==> src/rtl/zx_sdram_port_client.sv <==
// Initiator side of the SDRAM toggle req/ack client port: byte strobes in, 16-bit word requests out.
// Define ZX_SDRAM_CLIENT_CACHE_EN to add a one-word, write-coherent read cache.
module zx_sdram_port_client #(
    parameter logic [7:0] DOUT_RESET = 8'hFF,
    parameter int         ADDR_W     = 24
) (
    input  logic              clk,
    input  logic              reset,
    input  logic              cpu_rd,
    input  logic              cpu_wr,
    input  logic [ADDR_W-1:0] cpu_addr,
    input  logic [7:0]        cpu_din,
    output logic [7:0]        cpu_dout,
    output logic              cpu_dvalid,
    output logic              cpu_busy,
    output logic              port_req,
    input  logic              port_ack,
    output logic              port_we,
    output logic [ADDR_W-2:0] port_a,
    output logic [1:0]        port_ds,
    output logic [15:0]       port_d,
    input  logic [15:0]       port_q
);
    typedef enum logic [1:0] {SYNC, IDLE, WAIT} state_t;

    state_t            state;
    logic              q_vld, q_we;
    logic [ADDR_W-1:0] q_addr;
    logic [7:0]        q_din;
    logic              cur_lo;

    logic              accept, done, hit;
    logic [7:0]        hit_byte;
    logic              iss_go, iss_we;
    logic [ADDR_W-1:0] iss_addr;
    logic [7:0]        iss_din;

    assign cpu_busy = (state == SYNC) | q_vld;
    assign accept   = (cpu_rd | cpu_wr) & ~cpu_busy;
    assign done     = (state == WAIT) && (port_ack == port_req);

`ifdef ZX_SDRAM_CLIENT_CACHE_EN
    logic              c_vld, f_vld;
    logic [ADDR_W-2:0] c_tag, f_tag;
    logic [15:0]       c_dat, f_dat;

    // Cache view after this edge's read fill; write coherence is applied on top of it.
    always_comb begin
        f_vld = c_vld;
        f_tag = c_tag;
        f_dat = c_dat;
        if (done && !port_we) begin
            f_vld = 1'b1;
            f_tag = port_a;
            f_dat = port_q;
        end
    end

    assign hit      = (state == IDLE) && accept && !cpu_wr && c_vld &&
                      (c_tag == cpu_addr[ADDR_W-1:1]);
    assign hit_byte = cpu_addr[0] ? c_dat[15:8] : c_dat[7:0];

    always_ff @(posedge clk or posedge reset) begin
        if (reset) begin
            c_vld <= 1'b0;
            c_tag <= '0;
            c_dat <= '0;
        end else begin
            c_vld <= f_vld;
            c_tag <= f_tag;
            c_dat <= f_dat;
            if (iss_go && iss_we && f_vld && (f_tag == iss_addr[ADDR_W-1:1])) begin
                if (iss_addr[0]) c_dat[15:8] <= iss_din;
                else             c_dat[7:0]  <= iss_din;
            end
        end
    end
`else
    assign hit      = 1'b0;
    assign hit_byte = 8'h00;
`endif

    // The queued request has priority at completion; otherwise a fresh strobe issues
    // from IDLE on a miss, or on the completion edge when the path frees up.
    always_comb begin
        iss_go   = 1'b0;
        iss_we   = cpu_wr;
        iss_addr = cpu_addr;
        iss_din  = cpu_din;
        if (done && q_vld) begin
            iss_go   = 1'b1;
            iss_we   = q_we;
            iss_addr = q_addr;
            iss_din  = q_din;
        end else if (accept && ((state == IDLE) ? !hit : done)) begin
            iss_go = 1'b1;
        end
    end

    always_ff @(posedge clk or posedge reset) begin
        if (reset) begin
            state      <= SYNC;
            q_vld      <= 1'b0;
            q_we       <= 1'b0;
            q_addr     <= '0;
            q_din      <= '0;
            cur_lo     <= 1'b0;
            cpu_dout   <= DOUT_RESET;
            cpu_dvalid <= 1'b0;
            port_req   <= 1'b0;
            port_we    <= 1'b0;
            port_a     <= '0;
            port_ds    <= 2'b00;
            port_d     <= '0;
        end else begin
            cpu_dvalid <= 1'b0;
            case (state)
                SYNC: if (port_ack == port_req) state <= IDLE;
                IDLE: if (hit) begin
                    cpu_dout   <= hit_byte;
                    cpu_dvalid <= 1'b1;
                end
                WAIT: if (done) begin
                    if (!port_we) begin
                        cpu_dout   <= cur_lo ? port_q[15:8] : port_q[7:0];
                        cpu_dvalid <= 1'b1;
                    end
                    if (q_vld)        q_vld <= 1'b0;
                    else if (!accept) state <= IDLE;
                end else if (accept) begin
                    q_vld  <= 1'b1;
                    q_we   <= cpu_wr;
                    q_addr <= cpu_addr;
                    q_din  <= cpu_din;
                end
                default: state <= SYNC;
            endcase
            if (iss_go) begin
                state    <= WAIT;
                port_req <= ~port_req;
                port_we  <= iss_we;
                port_a   <= iss_addr[ADDR_W-1:1];
                cur_lo   <= iss_addr[0];
                if (iss_we) begin
                    port_ds <= iss_addr[0] ? 2'b10 : 2'b01;
                    port_d  <= {iss_din, iss_din};
                end else begin
                    port_ds <= 2'b11;
                end
            end
        end
    end
endmodule
==> config.mk <==
export PLATFORM = sky130hd
export DESIGN_NAME = zx_sdram_port_client
export DESIGN_NICKNAME = d
export VERILOG_FILES = /design/src/rtl/zx_sdram_port_client.sv
export SDC_FILE = /design/constraint.sdc
export NUM_CORES = 1
export LEC_CHECK = 0
export BUFFER_PORTS_ARGS = -buffer_cell sky130_fd_sc_hd__buf_2
export CELL_PAD_IN_SITES_DETAIL_PLACEMENT = 1
export CELL_PAD_IN_SITES_GLOBAL_PLACEMENT = 1
export CORE_UTILIZATION = 30
export DETAILED_ROUTE_END_ITERATION = 6
export GPL_TIMING_DRIVEN = 1
export MAX_ROUTING_LAYER = met4
export PLACE_DENSITY = 0.64
export RECOVER_POWER = 100
export REMOVE_ABC_BUFFERS = 1
export SLEW_MARGIN = 20
export SYNTH_ARGS = -nofsm -noshare
export SYNTH_HDL_FRONTEND = slang
export SYNTH_SLANG_ARGS = --single-unit
==> constraint.sdc <==
create_clock -name clk -period 3.86 [get_ports clk]
set_input_delay 0.386 -clock clk [delete_from_list [all_inputs] [get_ports clk]]
set_output_delay 0.386 -clock clk [all_outputs]
set_load 0.005 [all_outputs]
==> flow_summary.toml, run 1 <==
[global_route]
wire_length_of_the_first_global_routing_pass_mm = 12.77
grt_max_degree = 57
overflow = 0
grt_antenna_before_repair = 0
first_global_vias = 2587
grt_util_all_layers_pct = 13.46

[sta]
final.setup.worst_slack_ns = 0.8666
unrepaired_setup_endpoints_after_global_routing = "no"
finalSetupTns_ns = 0
finalHoldWorstSlack_ns = 0.2896
timing.clock.skew_ns = 0.004183
final.period_utilization_pct = 77.55
report.final.hold_viol_count = 0
clock_period_minus_final_worst_setup_slack_ns = 2.993
relSlewSlack_pct = -63.89
max_slew.worst_pin.slew_ns = 2.445
final-setup-viol-count = 0
timing.fmax_ghz = 0.3341
slew_violations = 119

[setup_path]
cp_endpoint_kind = "register"
r2r_cells = 4
critical_path.max_fanout = 33
crit_path_start_kind = "register"
worstPathRequired_ns = 4.07
criticalPathCategory = "register to register"
crit_arrival_ns = 3.21

[route]
drtAntennaViolNets = 0
totalWireLength_mm = 7.774
avgRoutedWirePerCell_um = 14.42
detailed_route_iter0_violations = 41
drt_pre_antenna_iters = 4
vias_per_cell = 4.410
drt_drc_violations_left = 0
routed_via_count = 2377

[clocking]
post_cts.repair.setup_buffers = 0
clock_tree_from_tritoncts = "built"
clock_root_buffer = "sky130_fd_sc_hd__clkbuf_16"
number_of_cts_inserted_buffers = 9
cts_num_sinks = 81
cts_max_path_buffers = 2
clock_latency_late_sink_ns = 0.34
cts_max_level = 3
cts.repair.resized = 0
clkTransAtPathRegs_ns = 0.06
hold_buffers = 0

[run_status]
violated_checks = "max-capacitance violations, max-slew violations"
run_status = "complete, but fails checks"

[synth]
postSynthRegisterBits = 81
postSynthAreaPerCell_um2 = 13.89
post_synth_num_cell_types = 32
ys_warn_count = 0
post-synth-top-count-cell = "sky130_fd_sc_hd__dfrtp_1"
share_of_synthesized_registers_carrying_an_async_set_or_reset_pct = 100.0
synth_largest_area_cell = "sky130_fd_sc_hd__dfrtp_1"
post_synth_most_frequent_cells = "sky130_fd_sc_hd__dfrtp_1 (73), sky130_fd_sc_hd__mux2_2 (57), sky130_fd_sc_hd__mux2_4 (21)"
post-synth-top-area-fraction_pct = 49.06
netlist_top_cells_area = "sky130_fd_sc_hd__dfrtp_1 (49%), sky130_fd_sc_hd__mux2_2 (17%), sky130_fd_sc_hd__mux2_4 (8.5%), sky130_fd_sc_hd__dfstp_2 (5.6%), sky130_fd_sc_hd__mux2i_1 (4.8%)"
netlist_instances = 268
synthesis.area_um2 = 3724
ys_seq_area_share_pct = 54.70
synth-main-ff-cell = "sky130_fd_sc_hd__dfrtp_1"
number_of_flops_mapped_to_enable_cells_by_yosys = 0

[finish]
num-nets-final = 419
multi_input_comb_area_um2 = 1505
drive_above_1_share_pct = 50.67
area.sequential_um2 = 2037
syn_to_final_growth_pct = 23.82
number_of_fillers_in_the_final_layout = 1309
diodes = 0

[floorplanning]
die_area_um2 = 12860
initial_utilization_pct = 30.87
floorplan.core_area_um2 = 12060
die-width_um = 113.4
design.portCount = 106
die-height_um = 113.4
std_cell_rows = 40

[job]
drv_cap = 3

[power]
irDropWorstVdd_mv = 0.2982
power_leakage_nw = 2.122
pwr_density_cell_nw_per_um2 = 843.9

[placed_design]
detailedPlacementHpwl_mm = 5.382
buffers_on_ports = 105
placer_congestion_estimate = 0.7077
dp_slack_ns = 1.317

[min_path]
hold_path.class = "input pin to register"
worstHoldPathCells = 2
## area by class of cell
| class | count | share of cell area, % |
|---|---|---|
| flip-flops and latches | 81 | 44.18 |
| multi-input cells | 160 | 32.65 |
| repair buffers | 109 | 11.26 |
| clock buffers | 14 | 6.160 |
| well taps | 168 | 4.559 |
| clock inverters | 2 | 0.7598 |
| inverters | 5 | 0.4342 |
## routing by layer
metal | global-route usage [%] | wire [um] | part of all wire (%) | vias to the layer above
li1 | - | - | - | 1122
met1 | 15.70 | 3485 | 45 | 1177
met2 | 22.04 | 3777 | 49 | 70
met3 | 4.729 | 423 | 5.4 | 8
met4 | 3.684 | 88 | 1.1 | 0
met5 | - | 0 | 0 | -
## worst max-delay path, stage by stage, from the launching register on
cell and delay (ns):
sky130_fd_sc_hd__dfrtp_1 0.43, sky130_fd_sc_hd__xnor2_1 0.21, sky130_fd_sc_hd__nor4_4 0.28, sky130_fd_sc_hd__clkbuf_1 1.49, sky130_fd_sc_hd__mux2_2 0.45
## layout by cell type, fill, tap and decap left out, types with 2 or more instances in the layout
cell and instances:
sky130_fd_sc_hd__buf_2 82, sky130_fd_sc_hd__buf_4 2, sky130_fd_sc_hd__clkbuf_1 26, sky130_fd_sc_hd__clkbuf_16 9, sky130_fd_sc_hd__clkbuf_8 4, sky130_fd_sc_hd__dfrtp_1 73, sky130_fd_sc_hd__dfstp_2 7, sky130_fd_sc_hd__inv_1 4
sky130_fd_sc_hd__mux2_1 2, sky130_fd_sc_hd__mux2_2 57, sky130_fd_sc_hd__mux2_4 21, sky130_fd_sc_hd__mux2i_1 18, sky130_fd_sc_hd__nand2_1 17, sky130_fd_sc_hd__nor2_1 6, sky130_fd_sc_hd__nor2b_1 3, sky130_fd_sc_hd__o21ai_0 19
sky130_fd_sc_hd__or3_1 2, sky130_fd_sc_hd__xnor2_1 2
## power by group
| part | leakage (nW) | switching (W) | internal (W) |
|---|---|---|---|
| Clock | 0.159 | 0.000326 | 0.000571 |
| Combinational | 1.01 | 0.000616 | 0.000810 |
| Sequential | 0.957 | 0.000261 | 0.00131 |
| Total | 2.12 | 0.00120 | 0.00269 |
## metrics by stage
stage / instances / area [um2] / total power [W] / util, %
after floorplan: 246 / 3567 / 0.002528 / -
after global placement: 523 / 4335 / 0.003001 / 35.94
after detailed placement: 523 / 4335 / 0.003085 / 35.94
after CTS: 539 / 4654 / 0.004007 / 38.59
after global routing: 539 / 4611 / 0.004190 / 38.23
final: 539 / 4611 / 0.003891 / 38.23
## path summary, 6_finish.rpt
kind	endpoint	slack (ns)	from
min	q_addr[18]$_DFFE_PP0P_	0.29	cpu_addr[18]
min in group asynchronous	cpu_dvalid$_DFF_PP0_	0.71	reset
max	q_addr[10]$_DFFE_PP0P_	0.87	port_req$_DFFE_PP0P_
min reg2reg	cpu_dout[7]$_DFFE_PP1P_	0.48	cpu_dout[7]$_DFFE_PP1P_
max reg2reg	q_addr[10]$_DFFE_PP0P_	0.87	port_req$_DFFE_PP0P_
max in group asynchronous	q_addr[23]$_DFFE_PP0P_	1.89	reset
## registers in the layout, summed over array words and instances, names as in the netlist
signal and count:
port_d 8, state 2, port_ds 2, q_din 8, q_we 1, cpu_dout 8, port_a 23, port_we 1
port_req 1, q_addr 24, q_vld 1, cur_lo 1, cpu_dvalid 1
## cell families (layout without fill, tap and decap cells)
group / count (synthesis) / after routing / synth area share [%]
xor gates and xnor gates: 3 / 3 / 0.7058
and+or+nand+nor: 32 / 32 / 4.268
DFF: 81 / 81 / 54.70
buffers and inverters: 27 / 130 / 4.704
muxes: 98 / 98 / 31.15
AOI/OAI and AO/OA: 27 / 27 / 4.469
No activity file was read; power rests on OpenSTA's default activity.
==> run 2, diff against run 1 <==
==> constraint.sdc (replaced) <==
create_clock -name clk -period 2.8 [get_ports clk]
set_input_delay 0.28 -clock clk [delete_from_list [all_inputs] [get_ports clk]]
set_output_delay 0.28 -clock clk [all_outputs]
set_load 0.005 [all_outputs]
==> flow_summary.toml, run 2 (same netlist as run 1, synthesis figures left out) <==
[power]
combPwrFrac_pct = 37.1
irDropWorstVdd_mv = 0.3622
pwr-share-clk_pct = 22.4
net-switching-power_w = 0.001666
power.share.sequential_pct = 40.6
switching_portion_of_total_power_pct = 31.33
cellInternalPower_w = 0.003651
pwr_density_cell_nw_per_um2 = 1150
power_leakage_nw = 2.128
power_w = 0.005317

[finish]
final_common_cell = "sky130_fd_sc_hd__buf_2"
finish.cell_count_without_fillers = 541
max_flop_register = "q_addr"
drive_above_1_share_pct = 50.40
diodes = 0
syn_to_final_growth_pct = 24.13
largest_register_ffs = 24
final_core_occ_pct = 38.32
num-nets-final = 421
layout_common_cells = "sky130_fd_sc_hd__buf_2 (81), sky130_fd_sc_hd__dfrtp_1 (73), sky130_fd_sc_hd__mux2_2 (57)"
reg_top3 = "q_addr: 24 flops, port_a: 23 flops"
number_of_fillers_in_the_final_layout = 1321

[run_status]
run_status = "complete, but fails checks"
violated_checks = "max-capacitance violations, max-slew violations"

[clocking]
cts_max_level = 3
hold_buffers = 0
cts.repair.resized = 0
clock_latency_late_sink_ns = 0.33
clkTransAtPathRegs_ns = 0.06
post_cts.repair.setup_buffers = 0
clock_root_buffer = "sky130_fd_sc_hd__clkbuf_16"
clock_tree_from_tritoncts = "built"
cts_max_path_buffers = 2
cts_num_sinks = 81
number_of_cts_inserted_buffers = 9

[sta]
unrepaired_setup_endpoints_after_global_routing = "no"
slew_violations = 39
clock_period_minus_final_worst_setup_slack_ns = 2.278
relSlewSlack_pct = -24.40
final.period_utilization_pct = 81.37
report.final.hold_viol_count = 0
max_slew.worst_pin.slew_ns = 1.856
timing.clock.skew_ns = 0.006685
timing.fmax_ghz = 0.4389
final-setup-viol-count = 0

[global_route]
grt_util_all_layers_pct = 13.36
overflow = 0
grt_max_degree = 44
grt_antenna_before_repair = 0
first_global_vias = 2603
wire_length_of_the_first_global_routing_pass_mm = 12.86

[min_path]
hold_end = "q_addr[17]$_DFFE_PP0P_"
hold_path.startpoint = "cpu_addr[17]"
worstHoldPathCells = 2
hold_path.class = "input pin to register"

[setup_path]
reg2reg_setup_slack_ns = 0.52
crit_path_start_kind = "register"
worstPathRequired_ns = 3.00
r2r_cells = 5
worst_r2r_startpoint = "port_req$_DFFE_PP0P_"
reg2reg_to = "port_a[9]$_DFFE_PP0P_"
criticalPathCategory = "register to register"
crit_arrival_ns = 2.48
critical_path.max_fanout = 26
cp_endpoint_kind = "register"

[route]
drtAntennaViolNets = 0
routed_via_count = 2399
detailed_route_iter0_violations = 23
totalWireLength_mm = 7.691
drt_drc_violations_left = 0
avgRoutedWirePerCell_um = 14.22
vias_per_cell = 4.434
drt_pre_antenna_iters = 3

[placed_design]
numPlacedInstances = 525
placer_congestion_estimate = 0.6786
buffers_on_ports = 105
detailedPlacementHpwl_mm = 5.368

[floorplanning]
die-width_um = 113.4
initial_utilization_pct = 30.87
floorplan.core_area_um2 = 12060
die_area_um2 = 12860
design.portCount = 106
die-height_um = 113.4
std_cell_rows = 40

[job]
drv_cap = 1
run 2: cell count changes in the layout (fill, tap and decap cells not counted), sizes merged:
cell	change
clkinv	+1
buf	-1
clkbuf	+2
run 2: critical path: stages (launching register included):
cell and delay [ns]:
sky130_fd_sc_hd__dfrtp_1 0.42, sky130_fd_sc_hd__xor2_1 0.32, sky130_fd_sc_hd__nor2_1 0.17, sky130_fd_sc_hd__o21ai_4 0.19, sky130_fd_sc_hd__clkbuf_2 0.62, sky130_fd_sc_hd__mux2_2 0.42
run 2: cell type report:
cell class / instances / area, um2 / area share [%]
inverter: 5 / 20.02 / 0.4331
multi-input combinational: 160 / 1513 / 32.73
tap: 168 / 210.2 / 4.548
clock inverter: 3 / 40.04 / 0.8663
sequential: 81 / 2037 / 44.07
timing repair buffer: 111 / 541.8 / 11.72
clock buffer: 13 / 260.3 / 5.631
run 2: how the worst max path moves through the flow:
stage                                    start                      to  slack (ns)  depth (start not counted)
after global routing         q_vld$_DFFE_PP0P_   port_a[9]$_DFFE_PP0P_        0.37                          4
after CTS                 port_req$_DFFE_PP0P_  port_a[20]$_DFFE_PP0P_        0.66                          5
after floorplan           port_req$_DFFE_PP0P_  port_a[20]$_DFFE_PP0P_       -0.01                          4
final                     port_req$_DFFE_PP0P_   port_a[9]$_DFFE_PP0P_        0.52                          5
after detailed placement  port_req$_DFFE_PP0P_  port_a[20]$_DFFE_PP0P_        0.66                          5
after global placement    port_req$_DFFE_PP0P_  port_a[21]$_DFFE_PP0P_        0.71                          5
run 2: metal layers:
| layer | vias up | GRT usage (%) | part of all wire (%) |
|---|---|---|---|
| li1 | 1129 | - | - |
| met1 | 1194 | 15.85 | 46 |
| met2 | 69 | 22.29 | 48 |
| met3 | 7 | 3.401 | 4.7 |
| met4 | 0 | 4.211 | 1.0 |
| met5 | - | - | 0 |
run 2: power groups by stage:
| stage | combinational (W) | clock (W) | sequential, W |
|---|---|---|---|
| floorplan | 0.00133 | 0 | 0.00215 |
| global placement | 0.00201 | 0 | 0.00215 |
| detailed placement | 0.00208 | 0 | 0.00218 |
| CTS | 0.00208 | 0.00123 | 0.00217 |
| global route | 0.00220 | 0.00128 | 0.00224 |
| finish | 0.00197 | 0.00119 | 0.00216 |
run 2: per-stage QoR:
| step | area, um2 | worst slack [ns] | hold slack [ns] | setup TNS (ns) |
|---|---|---|---|---|
| after floorplan | 3567 | -0.01267 | 0.4147 | -0.02534 |
| after global placement | 4363 | 0.7105 | 0.4171 | 0 |
| after detailed placement | 4363 | 0.6598 | 0.4243 | 0 |
| after CTS | 4663 | 0.6554 | 0.07342 | 0 |
| after global routing | 4622 | 0.3709 | 0.1875 | 0 |
| final | 4622 | 0.5216 | 0.1944 | 0 |
==> run 3, diff against run 2 <==
==> constraint.sdc (replaced) <==
create_clock -name clk -period 2.3 [get_ports clk]
set_input_delay 0.23 -clock clk [delete_from_list [all_inputs] [get_ports clk]]
set_output_delay 0.23 -clock clk [all_outputs]
set_load 0.005 [all_outputs]
==> flow_summary.toml, run 3 (same netlist as run 1, synthesis figures left out) <==
[placed_design]
numPlacedInstances = 526
place_area_um2 = 4408
placer_congestion_estimate = 0.7143
detailedPlacementHpwl_mm = 5.521
buffers_on_ports = 105

[floorplanning]
die-height_um = 113.4
die_area_um2 = 12860
initial_utilization_pct = 30.87
std_cell_rows = 40
die-width_um = 113.4
floorplan.core_area_um2 = 12060
design.portCount = 106

[clocking]
post_cts.repair.setup_buffers = 0
clock_root_buffer = "sky130_fd_sc_hd__clkbuf_16"
clock_latency_late_sink_ns = 0.34
number_of_cts_inserted_buffers = 9
cts_num_sinks = 81
cts.repair.resized = 0
hold_buffers = 0
cts_max_path_buffers = 2
clock_tree_from_tritoncts = "built"
clkTransAtPathRegs_ns = 0.06
cts_max_level = 3

[setup_path]
crit_arrival_ns = 2.26
worst_r2r_startpoint = "port_req$_DFFE_PP0P_"
critical_path.max_fanout = 13
crit_path_start_kind = "register"
slowest_delay_ns = 0.43
cp_endpoint_kind = "register"
worstPathRequired_ns = 2.52
r2r_cells = 5
critical_path.slowest_cell = "sky130_fd_sc_hd__dfrtp_1"
cp-startpoint = "port_req$_DFFE_PP0P_"
criticalPathCategory = "register to register"
crit_path_cell_trace = "xnor2_1, and3_2, buf_4, mux2_1, mux2_2"

[global_route]
grt_util_all_layers_pct = 13.59
grt_max_degree = 44
overflow = 0
grt_antenna_before_repair = 0
wire_length_of_the_first_global_routing_pass_mm = 12.83
first_global_vias = 2580

[min_path]
worstHoldPathCells = 2
hold_path.class = "input pin to register"
hold_path.startpoint = "cpu_addr[17]"

[power]
power_leakage_nw = 2.071
pwr_density_cell_nw_per_um2 = 1407
irDropWorstVdd_mv = 0.6244
power_w = 0.006430

[route]
drtAntennaViolNets = 0
totalWireLength_mm = 7.907
detailed_route_iter0_violations = 36
drt_pre_antenna_iters = 4
avgRoutedWirePerCell_um = 14.59
routed_via_count = 2414
vias_per_cell = 4.454
drt_drc_violations_left = 0

[sta]
final.period_utilization_pct = 88.65
clock_period_minus_final_worst_setup_slack_ns = 2.039
final-setup-viol-count = 0
timing.clock.skew_ns = 0.007628
max_slew.worst_pin.slew_ns = 1.749
unrepaired_setup_endpoints_after_global_routing = "no"
report.final.hold_viol_count = 0
slew_violations = 40
timing.fmax_ghz = 0.4904
relSlewSlack_pct = -17.22

[finish]
num-nets-final = 422
max_flop_register = "q_addr"
drive_above_1_share_pct = 44.65
reg_top3 = "q_addr: 24 flops, port_a: 23 flops"
diodes = 0
stdcell_area_um2 = 4571
layout_common_cells = "sky130_fd_sc_hd__buf_2 (80), sky130_fd_sc_hd__dfrtp_1 (73), sky130_fd_sc_hd__mux2_2 (57)"
largest_register_ffs = 24
syn_to_final_growth_pct = 22.75
finish.cell_count_without_fillers = 542
final_common_cell = "sky130_fd_sc_hd__buf_2"

[job]
drv_cap = 1

[run_status]
run_status = "complete, but fails checks"
violated_checks = "max-capacitance violations, max-slew violations"
run 3: report_power, final:
group | internal [W] | total [W] | leakage [nW] | switching [W]
clock network | 0.000897 | 0.00146 | 0.150 | 0.000558
registers | 0.00219 | 0.00262 | 0.957 | 0.000428
logic | 0.00131 | 0.00236 | 0.965 | 0.00105
total | 0.00439 | 0.00643 | 2.07 | 0.00204
run 3: final cells by class:
| type | count | area (um2) |
|---|---|---|
| fillers | 1344 | 7491 |
| flip-flops and latches | 81 | 2037 |
| multi-input cells | 160 | 1438 |
| repair buffers | 112 | 565.5 |
| clock buffers | 13 | 260.3 |
| well taps | 168 | 210.2 |
| clock inverters | 3 | 40.04 |
| inverters | 5 | 20.02 |
run 3: layer usage:
layer | vias to the layer above | GRT usage (%) | part of all wire [%]
li1 | 1126 | - | -
met1 | 1209 | 15.78 | 45
met2 | 71 | 21.92 | 48
met3 | 8 | 5.048 | 5.4
met4 | 0 | 4.211 | 1.2
met5 | - | - | 0
run 3: path summary, 6_finish.rpt:
| path | end | slack (ns) |
|---|---|---|
| min | q_addr[17]$_DFFE_PP0P_ | 0.12 |
| max | port_a[2]$_DFFE_PP0P_ | 0.26 |
| max reg2reg | port_a[2]$_DFFE_PP0P_ | 0.26 |
| max in group asynchronous | port_ds[1]$_DFFE_PP0P_ | 0.60 |
| min reg2reg | q_addr[17]$_DFFE_PP0P_ | 0.49 |
| min in group asynchronous | q_addr[23]$_DFFE_PP0P_ | 0.31 |
run 3: through the flow:
stage / utilization (%) / hold WS, ns / TNS, ns / setup WS, ns
final: 37.89 / 0.1213 / 0 / 0.2610
after global routing: 37.89 / 0.1211 / 0 / 0.1682
after CTS: 39.04 / 0.01294 / 0 / 0.2278
after detailed placement: 36.55 / 0.3782 / 0 / 0.2369
after global placement: 36.55 / 0.3678 / 0 / 0.2708
after floorplan: - / 0.3647 / -15.04 / -0.5127
run 3: worst max-delay path, delay by kind of cell, from the launching register on:
family        cells  cell delay [ns]
xor+xnor          1             0.35
flops             1             0.43
simple gates      1             0.29
mux               2             0.62
buf+inv           1             0.23
